## src/rtl/cpu_ctrl_pkg.sv

```systemverilog
// Shared types for the pipeline controller: FSM state encoding and
// scoreboard slot layout.
package cpu_ctrl_pkg;

   localparam int REG_ADDR_WIDTH = 5;

   typedef enum logic [2:0] {
      RUN      = 3'd0,
      LOAD     = 3'd1,
      FLUSH    = 3'd2,
      WAIT_IN  = 3'd3,
      WAIT_OUT = 3'd4
   } ctrl_state_t;

   typedef struct packed {
      logic                      valid;
      logic [REG_ADDR_WIDTH-1:0] rd;
   } sb_slot_t;

endpackage

```

## src/rtl/hazard_scoreboard.sv

```systemverilog
// In-flight destination tracker (EX, MEM, WB-input) and RAW match logic
// for the decode-stage source operands.
module hazard_scoreboard
   import cpu_ctrl_pkg::*;
#(
   parameter int NUM_TRACK = 3
) (
   input  logic                      clk_i,
   input  logic                      rst_i,
   input  logic                      advance_i,
   input  logic                      flush_i,
   input  logic                      id_valid_i,
   input  logic                      id_enable_i,
   input  logic                      id_reg_write_i,
   input  logic [REG_ADDR_WIDTH-1:0] id_rd_i,
   input  logic [REG_ADDR_WIDTH-1:0] id_rs_i,
   input  logic [REG_ADDR_WIDTH-1:0] id_rt_i,
   input  logic                      id_uses_rs_i,
   input  logic                      id_uses_rt_i,
   output logic                      hazard_o
);

   sb_slot_t slot_q [NUM_TRACK];
   logic     alloc;
   logic     rs_hit;
   logic     rt_hit;

   assign alloc = id_valid_i && id_enable_i && id_reg_write_i
                  && (id_rd_i != '0);

   always_ff @(posedge clk_i) begin
      if (rst_i || flush_i) begin
         for (int k = 0; k < NUM_TRACK; k++) begin
            slot_q[k] <= '0;
         end
      end else if (advance_i) begin
         slot_q[0] <= '{valid: alloc, rd: id_rd_i};
         for (int k = 1; k < NUM_TRACK; k++) begin
            slot_q[k] <= slot_q[k-1];
         end
      end
   end

   always_comb begin
      rs_hit = 1'b0;
      rt_hit = 1'b0;
      for (int k = 0; k < NUM_TRACK; k++) begin
         if (slot_q[k].valid && slot_q[k].rd == id_rs_i) rs_hit = 1'b1;
         if (slot_q[k].valid && slot_q[k].rd == id_rt_i) rt_hit = 1'b1;
      end
   end

   // r0 is hardwired, so it can never carry a dependence
   assign hazard_o = id_valid_i
                     && ((id_uses_rs_i && id_rs_i != '0 && rs_hit)
                      || (id_uses_rt_i && id_rt_i != '0 && rt_hit));

endmodule

```

## src/rtl/pipeline_controller.sv

```systemverilog
// Six-stage pipeline sequencer: enables, bubbles, flushes, UART/load freeze.
// Optional hazard/redirect counters are built when STALL_COUNTERS_EN is defined.
module pipeline_controller #(
   parameter int NUM_TRACK      = 3,
   parameter int REG_ADDR_WIDTH = 5
) (
   input  logic                      CLK,
   input  logic                      reset,
   input  logic                      load_start,
   input  logic                      load_end,
   input  logic                      id_valid,
   input  logic [REG_ADDR_WIDTH-1:0] id_rs,
   input  logic [REG_ADDR_WIDTH-1:0] id_rt,
   input  logic                      id_uses_rs,
   input  logic                      id_uses_rt,
   input  logic                      id_reg_write,
   input  logic [REG_ADDR_WIDTH-1:0] id_rd,
   input  logic                      wb_redirect,
   input  logic                      wb_uart_read,
   input  logic                      input_ready,
   input  logic                      ex_uart_write,
   input  logic                      sender_full,
   output logic                      pc_enable,
   output logic                      id_enable,
   output logic                      op_bubble,
   output logic                      pipe_enable,
   output logic                      flush,
   output logic                      loading,
   output logic [2:0]                state,
   output logic [31:0]               stall_cycles,
   output logic [31:0]               flush_count
);

   import cpu_ctrl_pkg::*;

   ctrl_state_t state_q;
   ctrl_state_t state_d;
   logic        hazard;
   logic        run_eval;

   hazard_scoreboard #(
      .NUM_TRACK(NUM_TRACK)
   ) u_sb (
      .clk_i         (CLK),
      .rst_i         (reset),
      .advance_i     (pipe_enable),
      .flush_i       (flush),
      .id_valid_i    (id_valid),
      .id_enable_i   (id_enable),
      .id_reg_write_i(id_reg_write),
      .id_rd_i       (id_rd),
      .id_rs_i       (id_rs),
      .id_rt_i       (id_rt),
      .id_uses_rs_i  (id_uses_rs),
      .id_uses_rt_i  (id_uses_rt),
      .hazard_o      (hazard)
   );

   always_ff @(posedge CLK) begin
      if (reset) state_q <= RUN;
      else       state_q <= state_d;
   end

   always_comb begin
      state_d     = state_q;
      pc_enable   = 1'b1;
      id_enable   = 1'b1;
      pipe_enable = 1'b1;
      op_bubble   = 1'b0;
      flush       = 1'b0;
      loading     = 1'b0;
      run_eval    = 1'b0;
      unique case (state_q)
         RUN:      run_eval = 1'b1;
         LOAD: begin
            loading     = 1'b1;
            pipe_enable = 1'b0;
            flush       = 1'b1;
            pc_enable   = 1'b0;
            id_enable   = 1'b0;
            if (load_end) state_d = FLUSH;
         end
         FLUSH: begin
            flush     = 1'b1;
            id_enable = 1'b0;
            state_d   = RUN;
         end
         WAIT_IN:  run_eval = input_ready;
         WAIT_OUT: run_eval = !sender_full;
         default:  state_d = RUN;
      endcase
      if (!run_eval && (state_q == WAIT_IN || state_q == WAIT_OUT)) begin
         pc_enable   = 1'b0;
         id_enable   = 1'b0;
         pipe_enable = 1'b0;
      end
      // a cleared wait resolves with RUN rules in the same cycle
      if (run_eval) begin
         state_d = RUN;
         if (load_start && state_q == RUN) begin
            state_d     = LOAD;
            flush       = 1'b1;
            pc_enable   = 1'b0;
            id_enable   = 1'b0;
            pipe_enable = 1'b0;
         end else if (wb_redirect) begin
            state_d = FLUSH;
            flush   = 1'b1;
         end else if (wb_uart_read && !input_ready) begin
            state_d     = WAIT_IN;
            pc_enable   = 1'b0;
            id_enable   = 1'b0;
            pipe_enable = 1'b0;
         end else if (ex_uart_write && sender_full) begin
            state_d     = WAIT_OUT;
            pc_enable   = 1'b0;
            id_enable   = 1'b0;
            pipe_enable = 1'b0;
         end else if (hazard) begin
            pc_enable = 1'b0;
            id_enable = 1'b0;
            op_bubble = 1'b1;
         end
      end
   end

   assign state = state_q;

`ifdef STALL_COUNTERS_EN
   logic [31:0] stall_q;
   logic [31:0] redir_q;
   logic        redir_evt;

   // FLUSH entered from anywhere but LOAD means a redirect was taken
   assign redir_evt = (state_d == FLUSH) && (state_q != LOAD);

   always_ff @(posedge CLK) begin
      if (reset) begin
         stall_q <= '0;
         redir_q <= '0;
      end else begin
         if (op_bubble && stall_q != '1) stall_q <= stall_q + 32'd1;
         if (redir_evt && redir_q != '1) redir_q <= redir_q + 32'd1;
      end
   end

   assign stall_cycles = stall_q;
   assign flush_count  = redir_q;
`else
   assign stall_cycles = '0;
   assign flush_count  = '0;
`endif

endmodule

```

## config.mk

```make
export PLATFORM = sky130hd
export DESIGN_NAME = pipeline_controller
export DESIGN_NICKNAME = d
export VERILOG_FILES = /design/src/rtl/cpu_ctrl_pkg.sv /design/src/rtl/hazard_scoreboard.sv /design/src/rtl/pipeline_controller.sv
export SDC_FILE = /design/constraint.sdc
export NUM_CORES = 1
export LEC_CHECK = 0
export ABC_AREA = 0
export CAP_MARGIN = 30
export CELL_PAD_IN_SITES_DETAIL_PLACEMENT = 0
export CELL_PAD_IN_SITES_GLOBAL_PLACEMENT = 2
export CORE_ASPECT_RATIO = 0.7
export CORE_MARGIN = 3
export CORE_UTILIZATION = 24
export CTS_CLUSTER_SIZE = 25
export DETAILED_ROUTE_END_ITERATION = 8
export MAX_ROUTING_LAYER = met4
export PLACE_DENSITY = 0.92
export SLEW_MARGIN = 30
export SYNTH_ARGS = -nofsm -noshare
export SYNTH_HDL_FRONTEND = slang
export SYNTH_SLANG_ARGS = --single-unit
```

## constraint.sdc

```tcl
create_clock -name CLK -period 6.7 [get_ports CLK]
set_clock_uncertainty 0.15 [all_clocks]
set_input_delay 0.67 -clock CLK [delete_from_list [all_inputs] [get_ports CLK]]
set_output_delay 0.67 -clock CLK [all_outputs]
set_load 0.01 [all_outputs]
```

* Word level (Yosys, flattened, before mapping)
Memory sizes are Yosys's and may differ from the RTL's.
Cells that the tools add are included.
** Cells by class
- Equality and inequality tests :: 12
- Mux-type cells :: 54
- Bitwise operators :: 3
- Reductions and logical operators :: 31
** Operators by type and width (count)
- 2-to-1 mux 1 bit :: 43
- equality test 5 bit :: 6
- logical AND 1 bit :: 18
- 2-to-1 mux 3 bit :: 6
- 2-to-1 mux 6 bit :: 3
- nonzero test 5 bit :: 3
- equality test 3 x 2 -> 1 bit (second input constant) :: 2
- case mux 3 bit (2 select lines) :: 1
- equality test 3 x 1 -> 1 bit (second input constant) :: 1
- equality test 3 bit (second input constant) :: 1
- logical NOT 1 bit :: 3
- logical NOT 3 bit :: 1
- logical OR 1 bit :: 3
- inequality test 3 bit (second input constant) :: 1
- bitwise OR 1 bit :: 3
- case mux 1 bit (3 select lines) :: 1
- OR reduction 3 bit :: 1
- inequality test 2 x 1 -> 1 bit (second input constant) :: 1
- AND reduction 2 bit :: 1
- OR reduction 2 bit :: 1
** Storage, ports and cells
- Output and inout port bits :: 73
- Bits in registers :: 3
- Bits in writable memories :: 18
- Memories kept :: 1
- Logic and storage cells :: 102
** Memories
- u_sb.slot_q :: depth 3, bits a word 6, read ports 3, clocked after memory_dff 0, wr ports 3, RTL line hazard_scoreboard.sv:23 : sb_slot_t slot_q [NUM_TRACK];

* Logic depth before layout (Yosys ltp)
Gate-level depths: netlist of run 1.
An unclocked memory read counts as a cell.
- Depth in word-level cells :: 19
- Depth in mapped cells :: 7
- Depth with buffers taken out :: 6

* Hierarchy
A second synthesis of run 1 with hierarchy kept.
** Unflattened totals
- Cell total of the unflattened synthesis :: 202
- Area, all modules :: 1879.3 um^2
** Modules (own cells, without submodules)
- hazard_scoreboard :: cells each 91, times used 1, area each 1063.5 um^2
- pipeline_controller :: cells each 111, times used 1, area each 815.8 um^2

* Least setup slack after synthesis of run 1
OpenSTA, ideal clock, no wires.
- Path type :: input port to output port
- From :: in id_rt[1]
- To :: out id_enable
- Data required time :: 5880 ps
- Path buffers :: 0
- Stages on the path :: 4
- Data arrival time :: 1858 ps
- Path slack :: 4022 ps
- Cell sequence :: or4_1 -> o21ai_0 -> o22ai_1 -> a311oi_1
** On the way
- Word-level cells in the longest chain between the ends :: 14
- Elaborated cells on any way between the ends :: 20
- Those cells by class :: eq/ne: 3; mux: 9; reduce/logical: 8
** Ends and longest elaborated chain
- from (decl) :: RTL line pipeline_controller.sv:13 : input logic [REG_ADDR_WIDTH-1:0] id_rt,
- equality test 5 bit :: RTL line hazard_scoreboard.sv:49 : if (slot_q[k].valid && slot_q[k].rd == id_rt_i) rt_hit = 1'b1;
- logical AND 1 bit :: RTL line hazard_scoreboard.sv:49
- 2-to-1 mux 1 bit (3 in series) :: RTL line hazard_scoreboard.sv:49
- logical AND 1 bit (*) :: RTL line hazard_scoreboard.sv:56 : || (id_uses_rt_i && id_rt_i != '0 && rt_hit));
- logical OR 1 bit (*) :: RTL line hazard_scoreboard.sv:56
- logical AND 1 bit (*) :: RTL line hazard_scoreboard.sv:55 : && ((id_uses_rs_i && id_rs_i != '0 && rs_hit)
- 2-to-1 mux 1 bit (*) :: RTL line pipeline_controller.sv:119 : end else if (hazard) begin
- 2-to-1 mux 1 bit (*) :: RTL line pipeline_controller.sv:114 : end else if (ex_uart_write && sender_full) begin
- 2-to-1 mux 1 bit (*) :: RTL line pipeline_controller.sv:109 : end else if (wb_uart_read && !input_ready) begin
- 2-to-1 mux 1 bit (*) :: RTL line pipeline_controller.sv:106 : end else if (wb_redirect) begin
- 2-to-1 mux 1 bit (*) :: RTL line pipeline_controller.sv:100 : if (load_start && state_q == RUN) begin
- 2-to-1 mux 1 bit (*) :: RTL line pipeline_controller.sv:98 : if (run_eval) begin
- to (decl) :: RTL line pipeline_controller.sv:24 : output logic id_enable,
Every way passes the cells marked *; elsewhere a longest branch is shown, timed or not.

* Final worst setup path of run 1
- From :: in id_rt[3]
- To :: out op_bubble
** On the way
- Word-level cells in the longest chain between the ends :: 14
- Elaborated cells on any way between the ends :: 20
- Those cells by class :: eq/ne: 3; mux: 9; reduce/logical: 8
** Ends and longest elaborated chain
- equality test 5 bit :: RTL line hazard_scoreboard.sv:49
- logical AND 1 bit :: RTL line hazard_scoreboard.sv:49
- 2-to-1 mux 1 bit (3 in series) :: RTL line hazard_scoreboard.sv:49
- logical AND 1 bit (*) :: RTL line hazard_scoreboard.sv:56
- logical OR 1 bit (*) :: RTL line hazard_scoreboard.sv:56
- logical AND 1 bit (*) :: RTL line hazard_scoreboard.sv:55
- 2-to-1 mux 1 bit (*) :: RTL line pipeline_controller.sv:119
- 2-to-1 mux 1 bit (*) :: RTL line pipeline_controller.sv:114
- 2-to-1 mux 1 bit (*) :: RTL line pipeline_controller.sv:109
- 2-to-1 mux 1 bit (*) :: RTL line pipeline_controller.sv:106
- 2-to-1 mux 1 bit (*) :: RTL line pipeline_controller.sv:100
- 2-to-1 mux 1 bit (*) :: RTL line pipeline_controller.sv:98
- to (decl) :: RTL line pipeline_controller.sv:25 : output logic op_bubble,
Marks and branches as above.

==> results of run 1 <==
metal layers:
| layer | vias to the layer above | GRT usage | wire length (um) |
|---|---|---|---|
| met5 | - | - | 0 |
| li1 | 630 | - | - |
| met3 | 2 | 0.0309 | 306 |
| met2 | 63 | 0.112 | 1620 |
| met4 | 0 | 0.0134 | 13 |
| met1 | 577 | 0.119 | 1910 |
layout make-up:
type | instances | area (um^2) | share of cell area
timing repair buffer | 36 | 360 | 0.167
inverter | 2 | 7.51 | 0.00348
multi-input combinational | 171 | 1020 | 0.472
sequential | 21 | 601 | 0.278
tap | 98 | 123 | 0.0568
clock inverter | 1 | 7.51 | 0.00348
clock buffer | 3 | 41.3 | 0.0191
Yosys cell counts, types with 2 or more instances:
cell type / n / area (um^2)
nor3_1: 4 / 20.0
xnor2_1: 7 / 61.3
nor2_1: 8 / 30.0
buf_4: 65 / 488
or3_1: 2 / 12.5
a31oi_1: 2 / 12.5
a21oi_1: 2 / 10.0
nand3_1: 6 / 30.0
and2_1: 17 / 106
a311oi_1: 2 / 17.5
or4_1: 3 / 22.5
dfxtp_1: 3 / 60.1
nand2_1: 3 / 11.3
inv_1: 2 / 7.51
o22ai_1: 2 / 12.5
nor4_1: 7 / 43.8
edfxtp_1: 18 / 541
and3_1: 2 / 12.5
o21ai_0: 2 / 10.0
xor2_1: 24 / 210
power by group:
| group | internal [mW] | switching (mW) |
|---|---|---|
| Sequential | 0.170 | 0.0260 |
| Combinational | 0.0714 | 0.0839 |
| Clock | 0.0419 | 0.0416 |
registers in the layout, indices dropped and copies added, names as in the netlist:
register     flops
u_sb.slot_q     18
state            3
kinds of logic after synthesis:
kind of cell,share of synthesized area
compound gates,0.0731
xor+xnor,0.144
buf+inv,0.266
flops,0.319
mux,0.00598
other cells,0.00199
simple gates,0.189
worst max-delay path by stage:
stage           endpoint      from  cells after the start
3_3_place_gp   op_bubble  id_rt[4]                      8
3_5_place_dp   op_bubble  id_rt[4]                      8
5_1_grt        op_bubble  id_rt[3]                      8
6_report       op_bubble  id_rt[3]                      8
4_1_cts        op_bubble  id_rt[3]                      8
2_1_floorplan  id_enable  id_rt[1]                      4
worst max-delay path: cells and delay by family:
kind / cells / cell delay, ns
and+or+nand+nor: 4 / 0.86
xor gates and xnor gates: 1 / 0.20
buffers and inverters: 2 / 1.08
AOI/OAI and AO/OA: 1 / 0.40
through the flow:
stage / cell area (um^2) / hold WS [ns] / utilization / instances / setup WS, ns
after global routing: 2160 / 0.507 / 0.290 / 332 / 2.51
after detailed placement: 2110 / 0.450 / 0.283 / 328 / 2.70
after global placement: 2110 / 0.438 / 0.283 / 328 / 2.68
after floorplan: 2120 / 0.398 / - / 260 / 4.02
final: 2160 / 0.467 / 0.290 / 332 / 2.67
after CTS: 2160 / 0.470 / 0.290 / 332 / 2.67
==> results.md, run 1 <==
- Yosys warning total: 0
- Area Growth Syn to Fin: 14.6%
- Worst EP arrival: 3.21 ns
- Most used flip-flop cell after synthesis: edfxtp_1
- Synth async-reset ratio: 0
- DR vias: 1272
- Syn_area_per_cell: 9.55 um^2
- GRT Total Usage: 0.0831
- Grt total ovfl: 0
- Root Driver: clkbuf_8
- CTS tree: yes
- Pin slew with the least headroom to its limit: 0.728 ns
- Crit path cell chain: clkdlybuf4s50_1 -> xor2_1 -> nor4_1 -> nand3_1 -> and3_1 -> o22ai_1 -> and4_1 -> clkdlybuf4s50_1
- Worst reg-to-reg path cell count: 6
- Status: completed
- IR drop worst, VDD: 0.0819 mV
- Cells after Synth: 197
- Initial antenna violation count: 0
- DRC viols: 0
- Post-CTS Setup Inserts: 0
- Row count: 26
- First drt pass iteration count: 4
- Drt wl/cell: 11.6 um
- Iteration-0 DRC Markers: 76
- Vias/cell: 3.83
- Cts repair resizes: 0
- Critical path peak fanout: 4
- IO Pins: 101
- Die width: 112 um
- # diodes: 0
- Hold Crit Depth: 1
- Hold Path Origin: u_sb.slot_q[0][5]
- Crit path max-delay cell type: clkdlybuf4s50_1
- Critical Path Sink Type: output pin
- Proportion of layout cells with a drive suffix above 1: 0.0385
- Antenna Nets Post-Route: 0
- Max Cap Viol: 0
- Filler instances: 790
- Synth Cell Area: 1880 um^2
- Most common cell after layout, fill and taps aside: conb_1
- Critical path class: in -> out
- Worst Setup Start Kind: input port
- HP Class: reg -> reg
- RSZ-0062 raised after global routing: no
- Slowest stage delay, CP: 0.54 ns
- Synth cell types: 36
- Htree depth: 1
- CTS buffer count: 3
- Data required time of the worst path: 5.88 ns
- Design Power: 0.435 mW
- Initial Util: 0.253
- Hold Vio Cnt, Final: 0
- Yosys reg bits: 21
- HPWL Detailed: 3220 um
- End of the worst register-to-register path: u_sb.slot_q[0][14]
- Worst r2r src: state[2]
- First-pass GRT wire length: 5780 um
- Hold buffers post-CTS: 0
- Final number of setup-violating endpoints: 0
- CTS Sinks: 21
- Fmax: 248 MHz
- Clock buffer depth: 2
- Most frequent cell on the critical path: clkdlybuf4s50_1
- Worst skew pair latency: 0.26 ns
- Sequential cell area fraction in the yosys report: 0.319
- Max Slew Vio Count: 0
- Post-synth EDFFs: 18
- Final layout net count: 263
- Setup tns final: 0 ns
- Clock Pin Slew Worst Setup and Hold Paths: 0.08 ns
- Pin count of the biggest net entering global routing: 19
- Max_slew headroom: 0.514
- Port bufs: 36
- Vias in the first global route: 1180
- Die ar.: 8960 um^2
- GPL Wtd Cong: 0.990
- PD cells: 201 nW/um^2
- Routed WL: 3850 um
- Leak pwr: 0.899 nW
- Die height: 80.1 um
- Total core area: 7450 um^2
- R2R setup slack: 3.99 ns
- Period Utilization, post-route: 0.602
- Final Critical Period: 4.03 ns
- Most frequent cells in the layout: conb_1 (64), clkdlybuf4s50_1 (36), xor2_1 (24)
- Hold EP: u_sb.slot_q[0][11]
No activity file was read; power rests on OpenSTA's default activity.
==> run 2, diff against run 1 <==
- CORE_UTILIZATION: 24 -> 22
- PLACE_DENSITY: 0.92 -> 0.86
- clock period: 6.7 -> 3.9 ns (I/O delays scaled with it)
==> results.md, run 2 (synthesized netlist as in run 1, its figures left out) <==
- DR vias: 1266
- Hold buffers post-CTS: 0
- Max Cap Viol: 0
- Hold Path Origin: u_sb.slot_q[0][11]
- Clock Pin Slew Worst Setup and Hold Paths: 0.06 ns
- Most flops, register: u_sb.slot_q
- Worst Setup Start Kind: input port
- Most common cell after layout, fill and taps aside: conb_1
- Antenna Nets Post-Route: 0
- GRT Total Usage: 0.0821
- Initial antenna violation count: 0
- Hold Vio Cnt, Final: 0
- Post-CTS Setup Inserts: 0
- Max Slew Vio Count: 0
- Most frequent cells in the layout: conb_1 (64), clkdlybuf4s50_1 (36), xor2_1 (24)
- Row count: 27
- R2R setup slack: 1.16 ns
- Status: completed
- Routed WL: 4020 um
- Setup tns final: 0 ns
- Final Critical Period: 3.59 ns
- First-pass GRT wire length: 6000 um
- CTS tree: yes
- HPWL Detailed: 3360 um
- IR drop worst, VDD: 0.172 mV
- Data required time of the worst path: 3.36 ns
- CTS Sinks: 21
- Sequential cell area: 601 um^2
- Leak pwr: 0.923 nW
- Vias/cell: 3.77
- Worst EP arrival: 3.05 ns
- Max_slew headroom: 0.492
- Final layout net count: 264
- Proportion of layout cells with a drive suffix above 1: 0.0426
- Critical path peak fanout: 4
- Critical Path Source: id_rs[1]
- Cts repair resizes: 0
- Die ar.: 9720 um^2
- Initial Util: 0.233
- Clock buffer depth: 2
- Critical path class: in -> out
- IO Pins: 101
- Fmax: 278 MHz
- Total core area: 8070 um^2
- Port bufs: 36
- RSZ-0062 raised after global routing: no
- Die width: 117 um
- Worst skew pair latency: 0.25 ns
- Worst r2r src: state[2]
- Design Power: 0.823 mW
- Largest register FFs: 18
- Iteration-0 DRC Markers: 64
- Final number of setup-violating endpoints: 0
- Area Growth Syn to Fin: 16.9%
- Die height: 83.4 um
- Vias in the first global route: 1183
- Pin count of the biggest net entering global routing: 19
- HP Class: reg -> reg
- Period Utilization, post-route: 0.921
- Pin slew with the least headroom to its limit: 0.762 ns
- Root Driver: clkbuf_16
- Critical Path Sink Type: output pin
- DRC viols: 0
- Drt wl/cell: 12.0 um
- GPL Wtd Cong: 0.868
- Htree depth: 1
- CTS buffer count: 3
- First drt pass iteration count: 4
- PD cells: 374 nW/um^2
- Area of the multi-input gates: 1020 um^2
- Grt total ovfl: 0
- # diodes: 0
- Filler instances: 865
## run 2: cell count changes in the layout (fill, tap and decap cells not counted), sizes merged
cell,before,now
clkinvlp,1,0
clkinv,0,1
buf,0,1
## run 2: per-layer routing
layer / global-route usage / share of wire / routed length (um)
met2: 0.105 / 0.41 / 1640
met1: 0.121 / 0.51 / 2040
met3: 0.0269 / 0.073 / 293
met5: - / 0 / 0
met4: 0.0219 / 0.0097 / 39
## run 2: worst paths after layout
kind | depth (start not counted) | endpoint
hold / removal | 1 | u_sb.slot_q[0][17]
setup reg to reg | 6 | u_sb.slot_q[0][16]
setup / recovery | 8 | op_bubble
hold reg to reg | 1 | u_sb.slot_q[0][17]
## run 2: power breakdown
| group | internal, mW | leakage (nW) | switching [mW] |
|---|---|---|---|
| combinational | 0.124 | 0.646 | 0.145 |
| clock | 0.138 | 0.0409 | 0.0788 |
| sequential | 0.292 | 0.236 | 0.0452 |
## run 2: metrics by stage
step	hold WS, ns	cells	area [um^2]	utilization	setup WS [ns]
floorplan	0.312	260	2120	-	1.42
global placement	0.439	332	2120	0.263	0.397
detailed placement	0.437	332	2120	0.263	0.353
CTS	0.450	336	2200	0.272	0.337
global route	0.480	336	2200	0.272	0.213
finish	0.451	336	2200	0.272	0.309
## run 2: layout make-up
class                           instances  share of cell area
Multi-Input combinational cell        171               0.462
Inverter                                2             0.00341
Sequential cell                        21               0.273
Tap cell                              101              0.0575
Clock buffer                            3              0.0341
Clock inverter                          1             0.00228
Timing Repair Buffer                   37               0.167
## run 2: worst max-delay path, stage by stage
cell             delay [ns]
clkdlybuf4s50_1        0.53
xor2_1                 0.21
nor4_1                 0.30
nand3_1                0.14
and3_1                 0.21
o22ai_1                0.43
and4_1                 0.29
clkdlybuf4s50_1        0.55
